==> config.mk <==
export PLATFORM = sky130hd
export DESIGN_NAME = compressed_token_fetcher
export DESIGN_NICKNAME = d
export VERILOG_FILES = /design/src/rtl/compressed_token_fetcher_pkg.sv /design/src/rtl/compressed_token_fetcher_run_cursor.sv /design/src/rtl/compressed_token_fetcher.sv
export SDC_FILE = /design/constraint.sdc
export NUM_CORES = 1
export LEC_CHECK = 0
export CAP_MARGIN = 20
export CORE_MARGIN = 2
export CORE_UTILIZATION = 43
export CTS_CLUSTER_DIAMETER = 60
export DETAILED_ROUTE_END_ITERATION = 16
export GPL_TIMING_DRIVEN = 0
export PLACE_DENSITY_LB_ADDON = 0.2
export SYNTH_ARGS = -nofsm -noshare
export SYNTH_HDL_FRONTEND = slang
export SYNTH_SLANG_ARGS = --single-unit
==> constraint.sdc <==
create_clock -name clk -period 2.7 [get_ports clk]
set_clock_uncertainty 0.2 [all_clocks]
set_input_delay 0.54 -clock clk [delete_from_list [all_inputs] [get_ports clk]]
set_output_delay 0.54 -clock clk [all_outputs]
set_load 0.005 [all_outputs]
==> src/rtl/compressed_token_fetcher_pkg.sv <==
// Shared types and constants for the compressed token fetcher.
package compressed_token_fetcher_pkg;
  typedef enum logic [2:0] {IDLE, RD0, RD1, CAP, PRESENT, ADVANCE, DONE} state_t;
  localparam int TOKEN_BYTES = 2;
  localparam int RUN_W = 15;
  localparam logic [RUN_W-1:0] EOS_RUN = '0;
endpackage

==> src/rtl/compressed_token_fetcher_run_cursor.sv <==
// Bit-granular output cursor: 35-bit position split into byte index and MSB-first bit index.
module run_cursor
  import compressed_token_fetcher_pkg::*;
(
  input  logic             clk,
  input  logic             rst,
  input  logic             load_i,
  input  logic [31:0]      load_byte_i,
  input  logic             adv_i,
  input  logic [RUN_W-1:0] run_i,
  output logic [31:0]      byte_idx_o,
  output logic [2:0]       bit_idx_o
);
  logic [34:0] p_q;

  // The byte part wraps naturally by truncating to 35 bits.
  always_ff @(posedge clk) begin
    if (rst)         p_q <= '0;
    else if (load_i) p_q <= {load_byte_i, 3'b000};
    else if (adv_i)  p_q <= p_q + 35'(run_i);
  end

  assign byte_idx_o = p_q[34:3];
  assign bit_idx_o  = 3'd7 - p_q[2:0];
endmodule

==> src/rtl/compressed_token_fetcher.sv <==
// Fetches 2-byte run tokens from RAM and presents them with the running output cursor.
module compressed_token_fetcher
  import compressed_token_fetcher_pkg::*;
#(
  parameter int ADDR_W     = 16,
  parameter int MAX_TOKENS = 4096
) (
  input  logic              clk,
  input  logic              rst,
  input  logic              start,
  input  logic [ADDR_W-1:0] base_addr,
  input  logic [31:0]       out_byte_base,
  output logic [ADDR_W-1:0] mem_addr,
  output logic              mem_rd,
  input  logic [7:0]        mem_rdata,
  output logic [7:0]        in1,
  output logic [7:0]        in2,
  output logic [31:0]       byteIndx,
  output logic [2:0]        bitIndx,
  output logic              work,
  input  logic              tok_ready,
  output logic              busy,
  output logic              done,
  output logic              limit_hit
);
  localparam int CNT_W = $clog2(MAX_TOKENS + 1);

  state_t            state_q;
  logic [ADDR_W-1:0] ptr_q, mem_addr_q;
  logic [CNT_W-1:0]  count_q;
  logic [7:0]        in1_q, in2_q;
  logic              mem_rd_q, work_q, busy_q, done_q, limit_q;
  logic              load, adv;
  logic [RUN_W-1:0]  run;

  assign load = (state_q == IDLE) && start;
  assign adv  = (state_q == PRESENT) && tok_ready;
  assign run  = {in1_q[6:0], in2_q};

  always_ff @(posedge clk) begin
    if (rst) begin
      state_q    <= IDLE;
      ptr_q      <= '0;
      mem_addr_q <= '0;
      count_q    <= '0;
      in1_q      <= '0;
      in2_q      <= '0;
      mem_rd_q   <= 1'b0;
      work_q     <= 1'b0;
      busy_q     <= 1'b0;
      done_q     <= 1'b0;
      limit_q    <= 1'b0;
    end else begin
      case (state_q)
        IDLE: begin
          done_q <= 1'b0;
          if (start) begin
            ptr_q      <= base_addr;
            count_q    <= '0;
            limit_q    <= 1'b0;
            busy_q     <= 1'b1;
            mem_rd_q   <= 1'b1;
            mem_addr_q <= base_addr;
            state_q    <= RD0;
          end
        end
        RD0: begin
          mem_addr_q <= ptr_q + 1'b1;
          state_q    <= RD1;
        end
        RD1: begin
          in1_q    <= mem_rdata;
          mem_rd_q <= 1'b0;
          state_q  <= CAP;
        end
        CAP: begin
          in2_q <= mem_rdata;
          // Run is judged on the byte arriving now, before it lands in in2_q.
          if ({in1_q[6:0], mem_rdata} == EOS_RUN) begin
            busy_q  <= 1'b0;
            done_q  <= 1'b1;
            state_q <= DONE;
          end else begin
            work_q  <= 1'b1;
            state_q <= PRESENT;
          end
        end
        PRESENT: begin
          if (tok_ready) begin
            work_q  <= 1'b0;
            ptr_q   <= ptr_q + ADDR_W'(TOKEN_BYTES);
            count_q <= count_q + 1'b1;
            state_q <= ADVANCE;
          end
        end
        ADVANCE: begin
          if (count_q == CNT_W'(MAX_TOKENS)) begin
            limit_q <= 1'b1;
            busy_q  <= 1'b0;
            done_q  <= 1'b1;
            state_q <= DONE;
          end else begin
            mem_rd_q   <= 1'b1;
            mem_addr_q <= ptr_q;
            state_q    <= RD0;
          end
        end
        DONE: begin
          done_q  <= 1'b0;
          state_q <= IDLE;
        end
        default: state_q <= IDLE;
      endcase
    end
  end

  run_cursor u_cursor (
    .clk        (clk),
    .rst        (rst),
    .load_i     (load),
    .load_byte_i(out_byte_base),
    .adv_i      (adv),
    .run_i      (run),
    .byte_idx_o (byteIndx),
    .bit_idx_o  (bitIndx)
  );

  assign mem_addr  = mem_addr_q;
  assign mem_rd    = mem_rd_q;
  assign in1       = in1_q;
  assign in2       = in2_q;
  assign work      = work_q;
  assign busy      = busy_q;
  assign done      = done_q;
  assign limit_hit = limit_q;
endmodule

======== Yosys cells after proc, flatten, opt, wreduce, memory -nomap -nowiden ========
Index checks and enable logic that the tools add are counted.
cells by class
  add/subtract/negate cells ............... 5
  equal/unequal tests ..................... 13
  mux-type cells .......................... 29
  reduce and logical (&&, ||, !) cells .... 22
operator list
  cell                   number
  $mux 35                2
  $mux 16                3
  $pmux 16 s3            1
  $add 35x15->35         1
  $pmux 16 s2            1
  $mux 13                2
  $pmux 13 s2            1
  $pmux 3 s6             1
  $reduce_and 3->1       6
  $add 16x1->16 const B  1
  $add 16x2->16 const B  1
  $logic_not 15->1       1
  $add 13x1->13 const B  1
  $eq 13x13->1 const B   1
  $ne 2x2->1 const B     6
  $reduce_bool 3->1      4
  $eq 3x3->1 const B     3
  $mux 1                 9
  $mux 3                 3
  $pmux 1 s3             3
  $reduce_bool 2->1      4
  $eq 3x2->1 const B     2
  $pmux 1 s2             2
  $reduce_and 4->1       1
  other kinds (7)        9
word-level totals
  flip-flop bits (word level) ............. 104
  bits of input ports ..................... 60
  word-level logic and storage cells ...... 82

======== Depth between registers and ports, before layout ========
Gate-level depths: netlist (run 1).
  depth in word-level cells ............... 4
  mapped depth ............................ 10
  mapped depth without buffers ............ 10

======== Cells and area by module ========
From an unflattened synthesis (run 1), not the netlist that was laid out.
second synthesis, totals
  cells, all modules ...................... 833
  area total of the unflattened synthesis .. 6635.1 um2
by module, submodules not included
  module                    times used  cells an instance  area each (um2)
  compressed_token_fetcher  1           446                3554.7
  run_cursor                1           387                3080.5

======== Worst setup path after synthesis (run 1) ========
No wires, ideal clock.
  path kind ............................... reg-to-reg
  start point ............................. register in2_q[0], in the netlist in2[0]
  end point ............................... register u_cursor.p_q[28]
  library setup time ...................... 0.074 ns
  data arrival time ....................... 2.534 ns
  required time ........................... 2.426 ns
  path slack .............................. -0.108 ns
  cell stages (with the launch flop) ...... 11
  path buffers ............................ 0
  period minus slack after synthesis ...... 2.808 ns
  path through ............................ dfxtp_1 ha_1 inv_1 fa_1 and2b_1 o2111ai_1 a21oi_1 o211ai_1 and2_1 or4_1 a31oi_1
on the way
  longest elaborated chain between the ends .. 3
ends and longest elaborated chain
  what                    line                                       source
  from (decl)             compressed_token_fetcher.sv:31             logic [7:0] in1_q, in2_q;
  from (signal assigned)  compressed_token_fetcher.sv:77             in2_q <= mem_rdata;
  $add 35x15->35          compressed_token_fetcher_run_cursor.sv:20  else if (adv_i) p_q <= p_q + 35'(run_i);
  $mux 35                 compressed_token_fetcher_run_cursor.sv:20
  $mux 35                 compressed_token_fetcher_run_cursor.sv:19  else if (load_i) p_q <= {load_byte_i, 3'b000};
  to (signal assigned)    compressed_token_fetcher_run_cursor.sv:19
  to (signal assigned)    compressed_token_fetcher_run_cursor.sv:20
  to (decl)               compressed_token_fetcher_run_cursor.sv:14  logic [34:0] p_q;
Every way passes these cells. The select of a mux whose other input is x is not followed.
A chain may end at the register's enable or synchronous reset.

======== Worst setup path after layout (run 1) ========
  start point ............................. register u_cursor.p_q[0]
  end point ............................... register u_cursor.p_q[22]
on the way
  longest elaborated chain between the ends .. 3
ends and longest elaborated chain
  what            line
  $add 35x15->35  compressed_token_fetcher_run_cursor.sv:20
  $mux 35         compressed_token_fetcher_run_cursor.sv:20
  $mux 35         compressed_token_fetcher_run_cursor.sv:19
Every way passes these cells. The select of a mux whose other input is x is not followed.

==> results of run 1 <==
-- cell type report --
cell class              instances  area [um2]
clock inverters                 6        92.6
clock buffers                  10         229
repair buffers                142        1390
flip-flops and latches        104        2100
plain buffers                  86         475
inverters                      15        56.3
fillers                      1313        5560
well taps                     180         225
multi-input cells             608        3850
-- power by group through the flow --
stage	combinational, W	clock, W	sequential [W]
5_1_grt	0.00130	0.00153	0.00182
2_1_floorplan	0.000656	0	0.00179
3_5_place_dp	0.00113	0	0.00182
6_report	0.00120	0.00145	0.00181
3_3_place_gp	0.00113	0	0.00182
4_1_cts	0.00116	0.00146	0.00179
-- tightest hold or removal path, cell delays in order (launching register included) --
cell,delay [ns]
sky130_fd_sc_hd__dfxtp_1,0.32
sky130_fd_sc_hd__nand2_1,0.06
sky130_fd_sc_hd__a21oi_1,0.05
-- synthesized netlist by cell type (10+ instances only) --
cell                       instances  share of area
sky130_fd_sc_hd__inv_1            15         0.0091
sky130_fd_sc_hd__xnor2_1          22          0.031
sky130_fd_sc_hd__a21oi_1          81          0.065
sky130_fd_sc_hd__and3_1           14          0.014
sky130_fd_sc_hd__dfxtp_1         104           0.34
sky130_fd_sc_hd__a31oi_1          10          0.010
sky130_fd_sc_hd__nand3_1          25          0.020
sky130_fd_sc_hd__o21ai_0          30          0.024
sky130_fd_sc_hd__clkbuf_1         47          0.028
sky130_fd_sc_hd__nand4_1          15          0.015
sky130_fd_sc_hd__a211oi_1         24          0.029
sky130_fd_sc_hd__xor2_1           23          0.032
sky130_fd_sc_hd__buf_4            32          0.039
sky130_fd_sc_hd__nand2_1          78          0.047
sky130_fd_sc_hd__nor2_1          118          0.071
sky130_fd_sc_hd__ha_1             19          0.038
sky130_fd_sc_hd__mux2i_1          11          0.018
sky130_fd_sc_hd__a22oi_1          16          0.019
sky130_fd_sc_hd__nor3_1           16          0.013
sky130_fd_sc_hd__o22ai_1          18          0.018
-- final timing paths --
path | start | to | slack, ns | cells past startpoint
worst max-delay path | u_cursor.p_q[0] | u_cursor.p_q[22] | -0.03 | 10
worst min-delay path | limit_hit | limit_hit | 0.28 | 2
worst max register to register | u_cursor.p_q[0] | u_cursor.p_q[22] | -0.03 | 10
worst min register to register | limit_hit | limit_hit | 0.28 | 2
-- registers in the layout (all words and copies together) (netlist names), 3 cells and up --
signal and count:
count_q 13, in1 8, in2 8, mem_addr 16, ptr_q 16, state_q 3, u_cursor.p_q 35
-- layer usage --
layer | share of wire | track usage | routed length, um
met1 | 0.45 | 0.345 | 9020
met2 | 0.46 | 0.414 | 9340
met3 | 0.074 | 0.0531 | 1500
met4 | 0.017 | 0.0885 | 344
met5 | 0 | 0 | 0
-- timing repair --
item | CTS | global route
pin swaps | 10 | 17
setup buffers | 7 | 4
resized for setup | 24 | 51
endpoints found under the setup margin | 57 | 69
-- per-stage QoR --
step | cells | hold WS (ns) | cell area [um2]
4_1_cts | 1148 | 0.280 | 8250
5_1_grt | 1151 | 0.301 | 8430
3_3_place_gp | 1125 | 0.258 | 7760
6_report | 1151 | 0.275 | 8430
3_5_place_dp | 1125 | 0.270 | 7760
2_1_floorplan | 814 | 0.253 | 6220
-- logic make-up (layout without fill, tap and decap cells) --
group / count (synthesis) / after routing
AOI/OAI and AO/OA: 223 / 223
muxes: 11 / 11
and+or+nand+nor: 309 / 309
DFF: 104 / 104
buffers and inverters: 102 / 259
xor gates and xnor gates: 45 / 45
adders and majority gates: 20 / 20
==> impl_summary.md, run 1 <==
Cells and area
Leaving out fill and tap cells, the most frequent cell in the layout is sky130_fd_sc_hd__clkdlybuf4s50_1. The top cell types in the final layout, fill and taps aside, are sky130_fd_sc_hd__clkdlybuf4s50_1 (131), sky130_fd_sc_hd__nor2_1 (114), sky130_fd_sc_hd__dfxtp_1 (93), sky130_fd_sc_hd__a21oi_1 (78), sky130_fd_sc_hd__nand2_1 (77). After the last flow step, the layout net total stands at roughly 1.0k.

The number of antenna diodes in the final layout is 0. The area added between synthesis and finish is 35.8%. Measured on the finished design, the core utilization comes to 0.602. The share of post-route cells with drive strength above 1 is 0.127.

Logic synthesis
The simple-gate share of the synthesized area is 0.232. The cell count after synthesis is 814. The synthesized design contains 104 register bits. Yosys printed 0 warnings.

The number of distinct standard cells referenced by the synthesized netlist is 57. Of the total synthesized cell area, the portion taken by XOR and XNOR cells is 0.0635. The synthesized net count is 894. The area share of fa/ha/maj cells after synthesis is 0.0415. The compound-gate portion of the synthesized area came to 0.227. The average size of a mapped cell is 7.62 um2. In this run, synthesis inferred 0 flip-flops with an integrated enable. The mapped netlist covers around 6200 um2.

By area, the combinational part of the netlist is dominated by simple AND/OR/NAND/NOR gates. The async set-reset flop share out of synthesis is 0. The share of synthesized area spent on multiplexers is 0.0177. The primary flip-flop cell chosen by synthesis mapping is sky130_fd_sc_hd__dfxtp_1. Of the synthesized area, sequential elements account for 0.336.

Critical path
Data arrives at the worst endpoint at between 2 and 3 ns. Walking the worst path, the cells encountered are ha_4 > inv_2 > fa_2 > and2b_2 > o2111ai_4 > a21oi_4 > o211ai_1 > and2_4 > or4_1 > a31oi_1. The data required time at the worst endpoint is around 2.8 ns.

The stage delay of the slowest cell on the critical path is a little under 0.4 ns. The master of the slowest instance on the critical path is sky130_fd_sc_hd__or4_1. The kind of capture point of the worst setup path is a flip-flop. STA classifies the critical path startpoint as a flip-flop. On the critical path the largest part of the delay comes from simple AND/OR/NAND/NOR gates.

The count of buffer and inverter cells on the critical path is 1. The maximum net fanout on the critical path is 5. By startpoint and endpoint, the worst setup path is classified as reg -> reg.

Clock tree
In this run, CTS created clock tree buffers numbering 9. Counting along the longest clock path gives a buffer depth of 2. TritonCTS built the clock tree. The sink count of the clock tree is 104. The CTS H-tree depth is 3. For the worst-skew pair, the clock arrives at the later sink with an insertion delay of 0.36 ns.

The number of hold-repair buffers added at the cts stage is 0. The tree is rooted in a sky130_fd_sc_hd__clkbuf_16. The post-CTS clock slew at the launch and capture registers of the worst setup and hold paths is 0.08 ns.

STA
The share of the clock period used by the worst path after layout is 1.01. Setup violations remaining at the end of the flow were counted as 1. The final number of max-transition violations is 0. After layout, the worst setup slack is -0.0291 ns. The number of hold-slack violations in the final timing report was 0. Measured against its own limit, the worst slew margin works out to 0.416.

At the pin with the least slew margin, the transition time is roughly 0.87 ns. Setup repair after global routing could not meet its margin everywhere. For the final routed database, the setup TNS stands at -0.0291 ns. The smallest clock period supported by the final layout is computed as between 2 and 3 ns. The fmax is 366 MHz.

Routing
The count of nets left with antenna violations once routing finished came out at 0. The number of design rule violations left after detail routing is 0. The routed length per instance is 17.6 um.

The number of DRC markers in iteration 0 is just under 800. The final route contains 6552 vias. The routed wire length is 20.2 mm. Before antenna repair, the detailed router went through 5 iterations. After detailed routing, the number of vias per cell comes to 5.69.

GRT
Entering global routing, the biggest net connects 18 pins. The number of antenna violations at the first check in global routing is 0. The via count of the first global-routing pass is 5984. The overall overflow remaining after global route is 0. The wire length of the first global-routing pass is 30.8 mm. The global router's overall resource usage is 0.258.

Power and ir drop
Of the total power, combinational logic draws 0.269. The peak ir drop on the vdd network is 0.373 mV. The total power per unit cell area is between 500 and 600 nW/um2.

Of the total power, the share spent switching nets is 0.308. The clock share of power is 0.326. The share of total power in sequential cells is 0.406. The analysis attributes to cell leakage a power of between 2 and 3 nW.

The completed layout was analyzed and its total power is about 0.0044 W. The reported net switching power is between 0.001 and 0.0015 W. The cell-internal power is 0.00308 W.

Placement
The detailed placer's ending HPWL is 14.3 mm. Timing analysis after detailed placement gives a worst setup slack of -0.590 ns. At the end of routability-driven placement, the weighted congestion stood at 0.874. During placement, the flow inserted port buffers numbering 131.

Die
The initial utilization of the core area, before any placement, comes to 0.444. The number of standard-cell rows in the floorplan is between 40 and 50. The number of ports placed on the die boundary is 132.

The vertical die dimension is 124 um. The floorplan step defined a die boundary enclosing roughly 15000 um2. The chip width is 124 um. The placeable core area is 14000 um2.

Run
The tool flagged a number of max-cap violations equal to 0.

Worst hold path
The tightest min-delay check is of the reg -> reg type.

Outcome
The checks that failed: negative setup slack. The run finished, with violations left.
No activity file was read; power rests on OpenSTA's default activity.
==> run 2, diff against run 1 <==
--- a/config.mk
+++ b/config.mk
@@ -7,7 +7,7 @@
 export LEC_CHECK = 0
 export CAP_MARGIN = 20
 export CORE_MARGIN = 2
-export CORE_UTILIZATION = 43
+export CORE_UTILIZATION = 47
 export CTS_CLUSTER_DIAMETER = 60
 export DETAILED_ROUTE_END_ITERATION = 16
 export GPL_TIMING_DRIVEN = 0
==> impl_summary.md, run 2 (synthesis gave the netlist of run 1 again) <==
Outcome
The flow ran to the end, but the final reports show violations. The checks that failed: negative setup slack.

Critical path
The worst setup path is launched from a flip-flop. In this design, the stage delay of the slowest critical-path cell is 0.43 ns. The maximum net fanout on the critical path is 4. Walking the worst path, the cells encountered are ha_4 > inv_2 > fa_2 > and2b_2 > o2111ai_4 > a21oi_2 > o211ai_1 > and2_4 > or4_4 > a31oi_4. The worst setup path is of the reg -> reg kind. Data on the critical path arrives at its endpoint at ~2.9 ns. The kind of capture point of the worst setup path is a flip-flop. The largest individual stage delay along the critical path comes from the cell sky130_fd_sc_hd__or4_4. The data required time at the worst endpoint is 2.78 ns.

Clock tree
The post-CTS clock slew at the launch and capture registers of the worst setup and hold paths is ~0.080 ns. The H-tree generated during clock tree synthesis spans 3 levels. The clock net in this run drives a total of 104 sinks. For the worst-skew pair, the clock arrives at the later sink with an insertion delay of 0.36 ns. The TritonCTS clock tree is yes. The maximum clock insertion buffer count is 2. The number of buffers created by CTS is 9.

Hold repair after CTS inserted 0 buffers. In this run the clock root is driven by a sky130_fd_sc_hd__clkbuf_16.

Die
The number of ports placed on the die boundary is 132. After floorplanning, the core was divided into 41 placement rows. The vertical die dimension is approximately 120 um. The die is 119 um wide. The starting density of the core is 0.486. The placeable core area is around 13000 um2.

The full die area is 14100 um2.

Cells and area
The number of fillers in the final layout is between 1k and 1.5k. The register with the most flip-flops in the layout has 35 of them. The library cells used most frequently in the layout, excluding fill and tap cells, are sky130_fd_sc_hd__clkdlybuf4s50_1 (131), sky130_fd_sc_hd__nor2_1 (113), sky130_fd_sc_hd__dfxtp_1 (99), sky130_fd_sc_hd__nand2_1 (77), sky130_fd_sc_hd__a21oi_1 (77). u_cursor.p_q holds more flip-flops than any other register.

After the last flow step, the layout net total stands at between 1k and 1.5k. The final standard cell area without fillers is 8400 um2. The flip-flop and latch area is about 2100 um2. The number of antenna diodes in the final layout is 0.

Compared with the post-synthesis result, the final layout area differs by 35.4%. The multi-input gate area in the final layout is roughly 3800 um2. The most common cell after layout, fill and taps aside is sky130_fd_sc_hd__clkdlybuf4s50_1. In the final layout, the share of cells above drive strength 1 is 0.126.

Routing
The number of design rule violations left after detail routing is 0. The total number of vias is 6565. The number of routed nets with antenna violations is 0. The first detailed-routing pass ran for 5 iterations. After detailed routing, the total wire length is 19.9 mm. The average via count per standard cell is 5.74. The number of DRC markers in iteration 0 is 557. After detailed routing, the average wire length per cell comes to roughly 17 um.

Power and ir drop
The clock share of power is 0.332. Of the total power, registers draw 0.400. Of the total power, the share spent switching nets is 0.310.

Internal power comes to 0.00309 W. Of the total power, combinational logic draws 0.268. The reported net switching power is 0.00139 W.

For this design the ratio of total power to cell area is 533 nW/um2. In this run the static leakage power is roughly 3.0 nW. The worst-case IR drop observed on VDD is approximately 0.47 mV.

Placement
The HPWL after detailed placement is about 14 mm. The placed instance area is 7750 um2. Routability-driven placement finished with a final weighted congestion of between 0.9 and 1. Port buffering added 131 buffers.

STA
At the pin with the least slew margin, the transition time is between 0.9 and 1 ns. The final number of max-transition violations is 0. Dividing the final minimum period by the clock period gives 1.04. The minimum setup slack in the final design is -0.107 ns. The number of hold-slack violations in the final timing report was 0. The worst relative slew slack is 0.387. Setup repair after global routing could not meet its margin everywhere. Derived from the worst setup path, the maximum achievable clock frequency is 356 MHz.

Subtracting the final worst setup slack from the clock period gives roughly 2.8 ns. The number of failing setup endpoints in the final timing report is 6. After routing, the total negative slack on setup checks comes to -0.243 ns.

GRT
The first global-routing pass estimated around 31 mm of wire. The overall overflow remaining after global route is 0. The global router's overall resource usage is 0.277. The number of antenna violations at the first check in global routing is 0. The largest net degree at the start of global routing is 20.

The via count of the first global-routing pass is 6176.

Worst hold path
The class of the tightest hold or removal check is reg -> reg.

Run
The number of maximum-capacitance constraint violations is 0.
==> run 2: layout make-up <==
class	count	area share
Clock buffer	9	0.0268
Tap cell	172	0.0256
Clock inverter	7	0.0133
Multi-Input combinational cell	608	0.457
Sequential cell	104	0.249
Timing Repair Buffer	141	0.165
Inverter	15	0.00670
Buffer	87	0.0569
==> run 2: layer usage <==
metal / wire, um / vias up / share of wire / global-route usage
li1: - / 3202 / - / -
met4: 762 / 0 / 0.038 / 0.133
met5: 0 / - / 0 / 0
met3: 1500 / 52 / 0.075 / 0.0484
met2: 8990 / 289 / 0.45 / 0.442
met1: 8660 / 3022 / 0.44 / 0.362
==> run 2: timing repair <==
item | in CTS | in global routing
hold endpoints to repair | 0 | 0
pin swaps | 9 | 7
setup endpoints to repair | 58 | 66
setup buffers | 7 | 3
resized for setup | 23 | 46
==> run 2: path summary, 6_finish.rpt <==
path / slack (ns) / start / endpoint / depth (start not counted)
setup / recovery: -0.11 / in2[0] / u_cursor.p_q[28] / 10
hold / removal: 0.27 / work / work / 2
setup reg to reg: -0.11 / in2[0] / u_cursor.p_q[28] / 10
hold reg to reg: 0.27 / work / work / 2
==> run 2: per-stage QoR <==
stage | hold WS, ns | power, W | std cells | utilization | worst slack (ns)
floorplan | 0.253 | 0.00245 | 814 | - | 0.0137
global placement | 0.246 | 0.00295 | 1117 | 0.607 | -0.638
detailed placement | 0.246 | 0.00296 | 1117 | 0.607 | -0.657
CTS | 0.273 | 0.00446 | 1140 | 0.645 | 0.00258
global route | 0.301 | 0.00469 | 1143 | 0.658 | -0.138
finish | 0.268 | 0.00448 | 1143 | 0.658 | -0.107
==> run 2: worst max-delay path: cells and delay by family, from the launching register on <==
kind                     cells  cell delay [ns]
adder cells (fa/ha/maj)      2             0.47
buffers and inverters        1             0.04
AO/OA/AOI/OAI                4             0.76
flip-flops                   1             0.37
AND/OR/NAND/NOR              3             0.90
==> run 2: power by group through the flow <==
stage	clock network [W]	registers [W]	logic, W
2_1_floorplan	0	0.00179	0.000656
3_3_place_gp	0	0.00182	0.00113
3_5_place_dp	0	0.00182	0.00114
4_1_cts	0.00151	0.00179	0.00116
5_1_grt	0.00157	0.00181	0.00131
6_report	0.00149	0.00179	0.00120
